`src/rtl/l2_return_router_pkg.sv`:
```
// Shared types and constants for the L2 read-return path.
// Holds the port count, the attribute / memory-beat / return-word structs,
// the return FIFO default depth and the return-router FSM state enum.
package l2_config_and_types;

  localparam int L2_NUM_PORTS         = 4;
  localparam int L2_PORT_ID_W         = $clog2(L2_NUM_PORTS);
  localparam int L2_SUB_ID_W          = 4;
  localparam int L2_DATA_W            = 32;
  localparam int L2_BURST_W           = 5;   // burst_size + 1 gives 1..32 beats
  localparam int L2_RETURN_FIFO_DEPTH = 2;   // default RETURN_DEPTH

  typedef logic [L2_PORT_ID_W-1:0] l2_port_id_t;

  // One entry per memory read, popped before its beats are routed.
  typedef struct packed {
    l2_port_id_t            id;
    logic [L2_BURST_W-1:0]  burst_size;
    logic                   abort;
  } l2_data_attributes_t;

  // One memory read-return beat.
  typedef struct packed {
    l2_port_id_t            id;
    logic [L2_SUB_ID_W-1:0] sub_id;
    logic [L2_DATA_W-1:0]   data;
  } l2_mem_return_data_t;

  // Word delivered on a per-port return channel.
  typedef struct packed {
    logic [L2_SUB_ID_W-1:0] sub_id;
    logic [L2_DATA_W-1:0]   data;
  } l2_return_data_t;

  typedef enum logic [1:0] {
    IDLE    = 2'd0,
    BURST   = 2'd1,
    DISCARD = 2'd2
  } l2_return_state_t;

  // Strip the routing id from a memory beat to form the port return word.
  function automatic l2_return_data_t l2_to_return(input l2_mem_return_data_t beat);
    l2_return_data_t r;
    r.sub_id = beat.sub_id;
    r.data   = beat.data;
    return r;
  endfunction

endpackage

```
`src/rtl/l2_return_router_fifo.sv`:
```
// l2_return_fifo: return FIFO for a single port id.
// full and valid come from registers so the router's ready never sees a
// combinational path from port_rd_ack.
// Optional macro L2_RETURN_BYPASS_EN: when the FIFO is empty, a pushed word is
// presented on head/valid in the same cycle, and if pop is also high it is
// consumed without being written.
module l2_return_fifo
  import l2_config_and_types::*;
#(
  parameter int DEPTH = L2_RETURN_FIFO_DEPTH   // power of two, >= 2
) (
  input  logic            clk,
  input  logic            rst,
  input  logic            push,
  input  l2_return_data_t push_data,
  input  logic            pop,
  output logic            full,
  output logic            valid,
  output l2_return_data_t head
);

  localparam int PW = $clog2(DEPTH);
  localparam int CW = PW + 1;

  l2_return_data_t r_mem [DEPTH];
  logic [PW-1:0]   r_wr_ptr;
  logic [PW-1:0]   r_rd_ptr;
  logic [CW-1:0]   r_count;
  logic            r_full;
  logic            r_valid;

  logic            w_bypass;
  logic            w_write;
  logic            w_read;
  logic [CW-1:0]   w_count_nxt;

`ifdef L2_RETURN_BYPASS_EN
  assign w_bypass = push & ~r_valid & pop;
  assign valid    = r_valid | push;
  assign head     = r_valid ? r_mem[r_rd_ptr] : (push ? push_data : '0);
`else
  assign w_bypass = 1'b0;
  assign valid    = r_valid;
  assign head     = r_valid ? r_mem[r_rd_ptr] : '0;
`endif

  // A pop on an empty FIFO is ignored; push on full is only legal with a pop.
  assign w_read      = pop & r_valid;
  assign w_write     = push & ~w_bypass & (~r_full | w_read);
  assign w_count_nxt = r_count + CW'(w_write) - CW'(w_read);
  assign full        = r_full;

  // Pointers, occupancy and the registered full/valid flags.
  always_ff @(posedge clk or negedge rst) begin
    if (!rst) begin
      r_wr_ptr <= '0;
      r_rd_ptr <= '0;
      r_count  <= '0;
      r_full   <= 1'b0;
      r_valid  <= 1'b0;
    end else begin
      if (w_write) r_wr_ptr <= r_wr_ptr + PW'(1);
      if (w_read)  r_rd_ptr <= r_rd_ptr + PW'(1);
      r_count <= w_count_nxt;
      r_full  <= (w_count_nxt == CW'(DEPTH));
      r_valid <= (w_count_nxt != '0);
    end
  end

  // Storage; head is gated by valid, so the array needs no reset.
  always_ff @(posedge clk) begin
    if (w_write) r_mem[r_wr_ptr] <= push_data;
  end

endmodule

```
`src/rtl/l2_return_router.sv`:
```
// l2_return_router: steers memory read-return beats into per-port return
// FIFOs using one data-attribute entry per burst, or drops aborted bursts.
// FSM: IDLE pops an attribute, BURST routes beats to cur_id, DISCARD drops.
// Optional macro L2_RETURN_BYPASS_EN enables same-cycle FIFO bypass (inside
// l2_return_fifo).
// Handshakes: a memory beat transfers when mem_rd_valid & mem_rd_ready;
// mem_rd_ready depends only on state and registered FIFO full flags. A port
// word transfers when port_rd_valid[p] & port_rd_ack[p]. attr_pop is a
// one-cycle pulse meaning the head attribute entry was consumed.
module l2_return_router
  import l2_config_and_types::*;
#(
  parameter int RETURN_DEPTH = L2_RETURN_FIFO_DEPTH
) (
  input  logic                               clk,
  input  logic                               rst,
  input  logic                               attr_valid,
  input  l2_data_attributes_t                attr,
  output logic                               attr_pop,
  input  logic                               mem_rd_valid,
  input  l2_mem_return_data_t                mem_rd,
  output logic                               mem_rd_ready,
  output logic [L2_NUM_PORTS-1:0]            port_rd_valid,
  output l2_return_data_t [L2_NUM_PORTS-1:0] port_rd,
  input  logic [L2_NUM_PORTS-1:0]            port_rd_ack,
  output logic                               id_mismatch,
  output l2_return_state_t                   dbg_state
);

  localparam int NP = L2_NUM_PORTS;

  l2_return_state_t      r_state;
  l2_return_state_t      w_state_nxt;
  l2_port_id_t           r_cur_id;
  logic [L2_BURST_W-1:0] r_remaining;   // beats left minus one
  logic                  r_id_mismatch;

  logic                  w_accept;
  logic                  w_routed;
  logic [NP-1:0]         w_push;
  logic [NP-1:0]         w_full;
  l2_return_data_t       w_push_data;

  assign w_accept    = mem_rd_valid & mem_rd_ready;
  assign w_routed    = w_accept & (r_state == BURST);
  assign w_push_data = l2_to_return(mem_rd);
  assign id_mismatch = r_id_mismatch;
  assign dbg_state   = r_state;

  // FSM state register.
  always_ff @(posedge clk or negedge rst) begin
    if (!rst) r_state <= IDLE;
    else      r_state <= w_state_nxt;
  end

  // FSM next-state: leave IDLE on an attribute, return after the last beat.
  always_comb begin
    w_state_nxt = r_state;
    case (r_state)
      IDLE: begin
        if (attr_valid) w_state_nxt = attr.abort ? DISCARD : BURST;
      end
      BURST, DISCARD: begin
        if (w_accept && (r_remaining == '0)) w_state_nxt = IDLE;
      end
      default: w_state_nxt = IDLE;
    endcase
  end

  // FSM outputs: attribute pop in IDLE, ready from the destination full flag.
  always_comb begin
    attr_pop     = 1'b0;
    mem_rd_ready = 1'b0;
    case (r_state)
      IDLE:    attr_pop     = attr_valid;
      BURST:   mem_rd_ready = ~w_full[r_cur_id];
      DISCARD: mem_rd_ready = 1'b1;
      default: mem_rd_ready = 1'b0;
    endcase
  end

  // Burst destination and beat counter, loaded on the attribute pop.
  always_ff @(posedge clk or negedge rst) begin
    if (!rst) begin
      r_cur_id    <= '0;
      r_remaining <= '0;
    end else if (attr_pop) begin
      r_cur_id    <= attr.id;
      r_remaining <= attr.burst_size;
    end else if (w_accept && (r_remaining != '0)) begin
      r_remaining <= r_remaining - 1'b1;
    end
  end

  // Sticky flag: a routed beat whose id disagrees with the attribute id.
  always_ff @(posedge clk or negedge rst) begin
    if (!rst) begin
      r_id_mismatch <= 1'b0;
    end else if (w_routed && (mem_rd.id != r_cur_id)) begin
      r_id_mismatch <= 1'b1;
    end
  end

  // Push demux plus one return FIFO per port; a mismatched beat still goes to cur_id.
  for (genvar p = 0; p < NP; p++) begin : g_port
    assign w_push[p] = w_routed & (r_cur_id == l2_port_id_t'(p));

    l2_return_fifo #(
      .DEPTH(RETURN_DEPTH)
    ) u_fifo (
      .clk      (clk),
      .rst      (rst),
      .push     (w_push[p]),
      .push_data(w_push_data),
      .pop      (port_rd_ack[p]),
      .full     (w_full[p]),
      .valid    (port_rd_valid[p]),
      .head     (port_rd[p])
    );
  end

endmodule

```
`config.mk`:
```
export PLATFORM = sky130hd
export DESIGN_NAME = l2_return_router
export DESIGN_NICKNAME = d
export VERILOG_FILES = /design/src/rtl/l2_return_router_pkg.sv /design/src/rtl/l2_return_router_fifo.sv /design/src/rtl/l2_return_router.sv
export SDC_FILE = /design/constraint.sdc
export NUM_CORES = 1
export LEC_CHECK = 0
export CAP_MARGIN = 0
export CORE_UTILIZATION = 40
export DETAILED_ROUTE_END_ITERATION = 6
export SLEW_MARGIN = 15
export SYNTH_ARGS = -nofsm -noshare
export SYNTH_HDL_FRONTEND = slang
export SYNTH_SLANG_ARGS = --single-unit
```
`constraint.sdc`:
```
create_clock -name clk -period 4.11 [get_ports clk]
set_input_delay 1.233 -clock clk [delete_from_list [all_inputs] [get_ports clk]]
set_output_delay 1.233 -clock clk [all_outputs]
set_load 0.01 [all_outputs]
```
Yosys cells after proc, flatten, opt, wreduce, memory -nomap -nowiden. Memory sizes are Yosys's and may differ from the RTL's. Index checks and enable logic that the tools add are counted.

Register bits: 34. RAM bits: 288. Output and inout port bits: 153. Logic and storage cells: 117. Memories: 4.

Memories: g_port[0].u_fifo.r_mem (words 2, bits a word 36, read ports 1, clocked after memory_dff 0, wr ports 1, RTL line l2_return_router_fifo.sv:25) `l2_return_data_t r_mem [DEPTH];`; g_port[1].u_fifo.r_mem (words 2, bits a word 36, read ports 1, clocked after memory_dff 0, wr ports 1, RTL line l2_return_router_fifo.sv:25); g_port[2].u_fifo.r_mem (words 2, bits a word 36, read ports 1, clocked after memory_dff 0, wr ports 1, RTL line l2_return_router_fifo.sv:25); g_port[3].u_fifo.r_mem (words 2, bits a word 36, read ports 1, clocked after memory_dff 0, wr ports 1, RTL line l2_return_router_fifo.sv:25).

Add/sub/neg operators: 17. Order comparisons: 1. Equality and inequality tests: 12. Mux-type cells: 22. Bitwise operators: 23. Reduce and logical (&&, ||, !) cells: 14.

Operators with widths (number): 2-to-1 mux 36 bit (4); AND 1 bit (14); equality test 2 bit, second input constant (7); 2-to-1 mux 1 bit (10); 2-to-1 mux 5 bit (2); nonzero test 2 bit (5); adder 1 bit, second input constant (8); adder 2 x 1 -> 2 bit (4); subtractor 2 x 1 -> 2 bit (4); 2-to-1 mux 2 bit (3); zero test 5 bit (1); NOT 1 bit (5); nonzero test 5 bit (1); subtractor 5 x 1 -> 5 bit, second input constant (1); equality test 2 x 1 -> 1 bit, second input constant (2); zero test 2 bit (2); inequality test 2 bit, second input constant (2); bitwise OR 1 bit (4); one-hot mux 2 bit (2 select lines) (1); logical AND 1 bit (3); less-than comparator 2 x 3 -> 1 bit, second input constant (1); binary-select mux 1 bit (select 2 bit) (1); inequality test 2 bit (1); one-hot mux 1 bit (2 select lines) (1); 2 further kinds (2).

Longest topological paths before layout. Gate-level depths: netlist of the first run.

Depth after elaboration: 11. Depth in mapped cells: 7. Depth with buffers taken out: 7.

Modules after synthesis. Synthesis of the first run repeated with hierarchy kept, for this count alone.

Cells, all modules: 778. Area, all modules: 13183.9 µm².

By module, submodules not included: l2_return_fifo (instances 4, cells each 175, area an instance 3116.7 µm², sequential area each 2312.2 µm²); l2_return_router (instances 1, cells each 78, area an instance 716.9 µm², sequential area each 250.2 µm²).

Worst setup path before layout of the first run. OpenSTA, ideal clock, no wires.

Path kind: in2reg. Start point: input port mem_rd_valid. End point: memory g_port[2].u_fifo.r_mem[0][0] (netlist bit), enable pin. Data arrival time: 3.693 ns. Required time: 3.676 ns. Path slack: -0.017 ns. Stages: 5. Cells stage by stage: and3_1 -> clkbuf_1 -> nand2_2 -> a211oi_4 -> nor2b_1.

Longest elaborated chain between the ends: 6.

Ends and longest elaborated chain: from (decl) (RTL line l2_return_router.sv:20) `input logic mem_rd_valid,`; AND 1 bit (RTL line l2_return_router.sv:44) `assign w_accept = mem_rd_valid & mem_rd_ready;`; AND 1 bit (RTL line l2_return_router.sv:45) `assign w_routed = w_accept & (r_state == BURST);`; AND 1 bit (RTL line l2_return_router.sv:106) `assign w_push[p] = w_routed & (r_cur_id == l2_port_id_t'(p));`; AND 1 bit (RTL line l2_return_router_fifo.sv:49) `assign w_write = push & ~w_bypass & (~r_full | w_read);`; 2-to-1 mux 1 bit (RTL line l2_return_router_fifo.sv:72) `if (w_write) r_mem[r_wr_ptr] <= push_data;`; 2-to-1 mux 1 bit (not written as such) (RTL line l2_return_router_fifo.sv:72); to (decl) (RTL line l2_return_router_fifo.sv:25).

No other way between the ends.

==> out/metrics.yaml, run 1 <==
logic_synthesis:
  yosysMostFrequentCell: "edfxtp_1"
  synthTopCellsByCount: "288 x edfxtp_1, 146 x mux2i_1, 145 x nor2b_1"
  synth_top_area_cell: "edfxtp_1"
  synth_compound_area_share_pct: 1.691
  synth_edf_count: 288
  syn_avg_cell_area_sq_um: 16.47
  synthDistinctLibCells: 52
  synthMuxAreaShare_pct: 11.50
  synth_top_family_by_area: "multiplexers"
  synth_area_leaders: "edfxtp_1 66%, mux2i_1 11%, nor2b_1 7.0%"
  yosys_warnings: 0
  syn_inst: 791
  synth-main-ff-cell: "edfxtp_1"
  synth-seq-cells: 322
  synthXorXnorAreaFrac_pct: 1.546
  synth-simple-area-share_pct: 9.528
  synth_top_area_share_pct: 66.39
  synthArstFlopShare_pct: 10.56
  synthAdderAreaFrac_pct: 0.8645
  syn_area_sq_um: 13030
  ys_seq_area_share_pct: 72.92
  syn_nets: 854
placed_design:
  dp_cells: 1418
  hpwlAfterDp_mm: 18.82
  port_buffers: 206
  place_congestion: 0.7273
outcome:
  status: "finished clean"
drt:
  vias: 7118
  drtAntennaViolNets: 0
  routed_wl_mm: 29.59
  wire_per_inst_um: 19.95
  drcViolationCount: 0
  avgViaCountPerCell: 4.800
  firstDrtPassIters: 4
  dr.first_iter.drc_count: 430
clocking:
  cts-root-buf: "clkbuf_16"
  clock_path_buffers: 3
  cts_resized: 0
  htreeDepth: 2
  cts.sinks: 322
  postCtsSetupBuffers: 0
  tritoncts: "yes"
  cts_hold_buf: 0
  clk_transition_reported_paths_ns: 0.06
  numCtsBuffers: 36
  clkLatencyLatePin_ns: 0.52
die:
  die_w_um: 182.5
  fp.coreArea_sq_um: 31800
  ioPinCount: 207
  start_util_pct: 40.96
  die_h_um: 182.5
  rows: 65
  dieArea_sq_um: 33290
setup_path:
  rr_worst_depth: 5
  regToRegEndpoint: "g_port[3].u_fifo.r_mem[0][22]$_DFFE_PP_"
  critPathLaunchType: "register"
  critPathCaptureType: "output pin"
  critPathMaxFanout: 17
  cp.required_ns: 2.88
  cp.arrival_ns: 2.50
  rrSetupSlack_ns: 1.49
  critPathLaunch: "g_port[2].u_fifo.r_rd_ptr$_DFFE_PN0P_"
  worstReg2RegStart: "g_port[3].u_fifo.valid$_DFF_PN0_"
  path_class: "reg2out"
pwr:
  power.internal_mw: 7.728
  irDropWorstVdd_v: 0.0003232
  powerDensity_nw_per_um2: 654.6
  clkPwrFrac_pct: 27.8
  power.share.switching_pct: 30.36
  sequentialPowerShare_pct: 37.4
  power.share.combinational_pct: 34.8
  p_sw_mw: 3.369
  power_leakage_nw: 6.039
global_route:
  grt_use_total_pct: 18.21
  antenna_found_initial: 0
  grt_max_degree: 35
  grt_pass1_vias: 7425
  grt_pass1_wl_mm: 44.89
  overflow: 0
timing:
  worstMarginPinSlew_ns: 0.6591
  max_slew_margin_pct: 56.06
  setup_viol: 0
  post-route-period-util_pct: 90.89
  finalCriticalPeriod_ns: 3.736
  drv_slew: 0
  setup_tns_ns: 0
  clock_skew_ns: 0.01002
  hold_viol_final: 0
  rsz0062_at_grt: "no"
  max_clock_freq_mhz: 267.7
layout:
  nets: 1084
  fin_util_pct: 53.31
  area_growth_pct: 30.14
  drive_gt1_share_pct: 10.02
  stdcell_count: 1483
  antenna_cells: 0
hold_path:
  worstHoldStart: "id_mismatch$_DFFE_PN0P_"
  worstHoldEndpoint: "id_mismatch$_DFFE_PN0P_"
  hold_path_class: "reg2reg"
  hold_depth: 1
job:
  drv_cap: 0
registers in the layout, summed over array words and instances (netlist names):
| signal | cells |
|---|---|
| r_remaining | 5 |
| g_port.u_fifo.r_mem | 288 |
| dbg_state | 2 |
| r_cur_id | 2 |
| id_mismatch | 1 |
| g_port.u_fifo.r_rd_ptr | 4 |
| g_port.u_fifo.r_wr_ptr | 4 |
| g_port.u_fifo.full | 4 |
| g_port.u_fifo.r_count | 8 |
| g_port.u_fifo.valid | 4 |
layer usage:
metal / wire (um) / vias up / global-route usage, % / part of all wire, %
li1: - / 3354 / - / -
met5: 0 / - / 0 / 0
met3: 1686 / 44 / 3.133 / 5.7
met2: 14340 / 218 / 30.63 / 48
met1: 13020 / 3502 / 24.29 / 44
met4: 552 / 0 / 5.076 / 1.9
through the flow:
| stage | power, mW | hold WS [ns] | area [sq um] | setup slack (ns) |
|---|---|---|---|---|
| after floorplan | 6.174 | 0.4603 | 13030 | 0.2620 |
| after global placement | 8.122 | 0.4497 | 15810 | 0.4056 |
| after detailed placement | 8.148 | 0.4677 | 15810 | 0.4143 |
| after CTS | 11.26 | 0.4954 | 16950 | 0.2888 |
| after global routing | 11.65 | 0.5143 | 16950 | 0.1780 |
| final | 11.10 | 0.4919 | 16950 | 0.3745 |
placed cells by master, fill, tap and decap left out, types with 4 or more instances in the layout:
cell	n
xnor2_1	19
clkinv_2	5
dfrtp_1	28
edfxtp_1	288
clkdlybuf4s50_1	206
nor2_1	4
nor2_4	5
clkbuf_16	38
nand2b_1	5
a21oi_1	5
o21ai_1	5
nor2b_1	144
nand2_1	14
buf_4	18
dfrtp_2	6
nand3_1	4
ha_1	9
clkbuf_1	12
clkinv_1	4
inv_1	15
xor2_1	4
and2_1	4
mux2i_1	146
buf_12	9
critical path, cell delays in order, from the launching register on:
cell and delay [ns]:
dfrtp_2 0.71, buf_4 0.34, mux2i_1 0.12, nor2b_1 0.23, clkdlybuf4s50_1 0.58
cell families (layout without fill, tap and decap cells):
group,after synthesis,in the layout
adder cells (fa/ha/maj),9,9
AO/OA/AOI/OAI,29,29
flip-flops,322,322
AND/OR/NAND/NOR,203,203
XOR/XNOR,23,23
multiplexers,149,149
buffers and inverters,56,313
layout make-up:
class / count / area [sq um]
Tap cell: 435 / 544.3
Timing Repair Buffer: 233 / 2377
Inverter: 15 / 56.30
Clock buffer: 52 / 1023
Clock inverter: 13 / 123.9
Sequential cell: 322 / 9507
Fill cell: 2629 / 14850
Multi-Input combinational cell: 413 / 3321
how the worst max path moves through the flow:
stage	endpoint	slack [ns]	depth (start not counted)
3_3_place_gp	attr_pop	0.41	3
5_1_grt	mem_rd_ready	0.18	6
2_1_floorplan	g_port[1].u_fifo.r_mem[0][0]$_DFFE_PP_	0.26	4
6_report	port_rd[89]	0.37	4
4_1_cts	port_rd[72]	0.29	4
3_5_place_dp	attr_pop	0.41	3
power groups by stage:
stage | combinational (mW) | clock (mW) | sequential [mW]
floorplan | 2.26 | 0 | 3.92
global placement | 3.91 | 0 | 4.22
detailed placement | 3.93 | 0 | 4.22
CTS | 3.94 | 3.17 | 4.16
global route | 4.18 | 3.29 | 4.19
finish | 3.86 | 3.09 | 4.15
No activity file was read; power rests on OpenSTA's default activity.
==> run 2, diff against run 1 <==
Settings changed: CORE_MARGIN set to 10.
Clock period 4.11 ns to 4.1 ns, I/O delays scaled along.
==> run 2 against run 1 <==
- register-to-register slack gained 0.08 ns
- die area is 21% higher
- utilization down 1.4 points
- sequential power fell by 1%
- combinational power grew 2%
- clock skew is essentially flat
- hold slack improved by 0.018 ns
- via count rose by 0.89%
- global-route usage shrank 2.9 points
- critical endpoint is now attr_pop
- highest routed layer unchanged
==> out/metrics.yaml, run 2 (same netlist as run 1, synthesis figures left out) <==
global_route:
  overflow: 0  # unchanged
  antenna_found_initial: 0  # unchanged
  grt_pass1_vias: 7424  # -0.013%
  grt_use_total_pct: 15.29  # -2.9 points
  grt_max_degree: 39  # +11%
  grt_pass1_wl_mm: 47.57  # +6.0%
clocking:
  cts_hold_buf: 0  # unchanged
  tritoncts: "yes"
  cts.sinks: 322  # unchanged
  clock_path_buffers: 3  # unchanged
  cts-root-buf: "clkbuf_16"
  htreeDepth: 2  # unchanged
  clk_transition_reported_paths_ns: 0.06  # about the same
  clkLatencyLatePin_ns: 0.50  # -0.02 ns
  postCtsSetupBuffers: 0  # unchanged
  numCtsBuffers: 35  # -2.8%
  cts_resized: 0  # unchanged
setup_path:
  cp_top_family: "buffers and inverters"
  crit_chain: "clkdlybuf4s50_1, and2_1, clkdlybuf4s50_1"
  rrSetupSlack_ns: 1.57  # +0.08 ns
  critPathLaunchType: "input port"
  regToRegEndpoint: "g_port[2].u_fifo.r_mem[0][12]$_DFFE_PP_"
  cp_slowest_cell: "clkdlybuf4s50_1"
  rr_worst_depth: 4  # -1
  path_buf_inv: 2  # unchanged
  cp.arrival_ns: 2.49  # about the same
  slowest_delay_ns: 0.57  # -0.14 ns
  critPathMaxFanout: 3  # -14
  critPathMostFrequentCell: "clkdlybuf4s50_1"
  critPathCaptureType: "output pin"
  worstReg2RegStart: "g_port[2].u_fifo.valid$_DFF_PN0_"
  cp.required_ns: 2.87  # about the same
  path_class: "in2out"
die:
  start_util_pct: 40.24  # -0.72 points
  dieArea_sq_um: 40180  # +21%
  ioPinCount: 207  # unchanged
  fp.coreArea_sq_um: 32370  # +1.8%
  die_w_um: 200.5  # +9.9%
  die_h_um: 200.5  # +9.9%
  rows: 66  # +1.5%
timing:
  setup_tns_ns: 0  # unchanged
  post-route-period-util_pct: 90.71
  rsz0062_at_grt: "no"
  worst_slack_ns: 0.3811  # +0.006601 ns
  clock_skew_ns: 0.01033  # +0.0003067 ns
  drv_slew: 0  # unchanged
  worstMarginPinSlew_ns: 0.6880  # +0.02892 ns
  max_clock_freq_mhz: 268.9
  hold_viol_final: 0  # unchanged
  finalCriticalPeriod_ns: 3.719
  max_slew_margin_pct: 54.13  # -1.9 points
  setup_viol: 0  # unchanged
job:
  drv_cap: 0  # unchanged
layout:
  multi_input_area_sq_um: 3321  # unchanged
  top_register: "g_port.u_fifo.r_mem"
  area_growth_pct: 28.93
  regArea_sq_um: 9507  # unchanged
  drive_gt1_share_pct: 9.560  # -0.46 points
  nets: 1085  # +0.092%
  largest_register_ffs: 288  # unchanged
  layout_commonest_cell: "edfxtp_1"
  stdcell_count: 1488  # +0.34%
  reg.largest.list: "g_port.u_fifo.r_mem (288), g_port.u_fifo.r_count (8), r_remaining (5)"
  most-common-layout-cells: "288 x edfxtp_1, 206 x clkdlybuf4s50_1, 146 x mux2i_1"
  fin_area_sq_um: 16790  # -0.93%
  antenna_cells: 0  # unchanged
  fill_cells: 2766  # +5.2%
placed_design:
  dp_cells: 1427  # +0.63%
  post-place-ws_ns: 0.3748  # -0.03946 ns
  hpwlAfterDp_mm: 21.08  # +12%
  port_buffers: 206  # unchanged
  place_area_sq_um: 15800  # about the same
  place_congestion: 0.7373  # +1.4%
pwr:
  sequentialPowerShare_pct: 37.9  # +0.5 points
  clkPwrFrac_pct: 25.5  # -2.3 points
  powerDensity_nw_per_um2: 643.0  # -1.8%
  irDropWorstVdd_v: 0.0003507  # +8.5%
  finalPower_mw: 10.80  # -2.7%
  power_leakage_nw: 5.960  # -1.3%
  p_sw_mw: 3.374  # +0.15%
  power.share.switching_pct: 31.24  # +0.88 points
  power.share.combinational_pct: 36.6  # +1.8 points
  power.internal_mw: 7.426  # -3.9%
hold_path:
  worstHoldStart: "id_mismatch$_DFFE_PN0P_"
  hold_depth: 1  # unchanged
  worstHoldEndpoint: "id_mismatch$_DFFE_PN0P_"
  hold_path_class: "reg2reg"
drt:
  routed_wl_mm: 31.31  # +5.8%
  vias: 7181  # +0.89%
  dr.first_iter.drc_count: 322  # -25%
  wire_per_inst_um: 21.04  # +5.4%
  firstDrtPassIters: 4  # unchanged
  avgViaCountPerCell: 4.826  # +0.55%
  drcViolationCount: 0  # unchanged
  drtAntennaViolNets: 0  # unchanged
outcome:
  status: "finished clean"
## run 2: metal layers
metal / GRT usage [%] / routed length (um) / up-vias
met5: 0 / 0 / -
met4: 3.300 / 474 / 0
met3: 3.986 / 2067 / 33
li1: - / - / 3359
met2: 24.80 / 14860 / 213
met1: 20.28 / 13910 / 3576
## run 2: cell type report
type | count | area share (%)
Inverter | 15 | 0.3352
Multi-Input combinational cell | 413 | 19.77
Clock inverter | 18 | 0.5066
Sequential cell | 322 | 56.60
Clock buffer | 43 | 5.394
Tap cell | 442 | 3.293
Timing Repair Buffer | 235 | 14.10
## run 2: worst max-delay path by stage
| stage | end | slack [ns] | start | cells past startpoint |
|---|---|---|---|---|
| after detailed placement | attr_pop | 0.37 | attr_valid | 3 |
| after floorplan | g_port[1].u_fifo.r_mem[0][0]$_DFFE_PP_ | 0.26 | mem_rd_valid | 4 |
| after global placement | attr_pop | 0.37 | attr_valid | 3 |
| after global routing | mem_rd_ready | 0.20 | dbg_state[0]$_DFFE_PN0P_ | 6 |
| after CTS | mem_rd_ready | 0.34 | dbg_state[0]$_DFFE_PN0P_ | 6 |
| final | attr_pop | 0.38 | attr_valid | 3 |
## run 2: metrics by stage
stage                     hold WS [ns]  util [%]
after global routing            0.5369     51.88
final                           0.5095     51.88
after floorplan                 0.4603         -
after CTS                       0.5124     51.88
after detailed placement        0.4939     48.82
after global placement          0.4983     48.82
## run 2: power groups by stage
stage	logic [mW]	clock network, mW	registers [mW]
floorplan	2.26	0	3.93
global placement	4.01	0	4.17
detailed placement	4.02	0	4.17
CTS	4.04	2.84	4.10
global route	4.25	2.99	4.13
finish	3.95	2.76	4.09
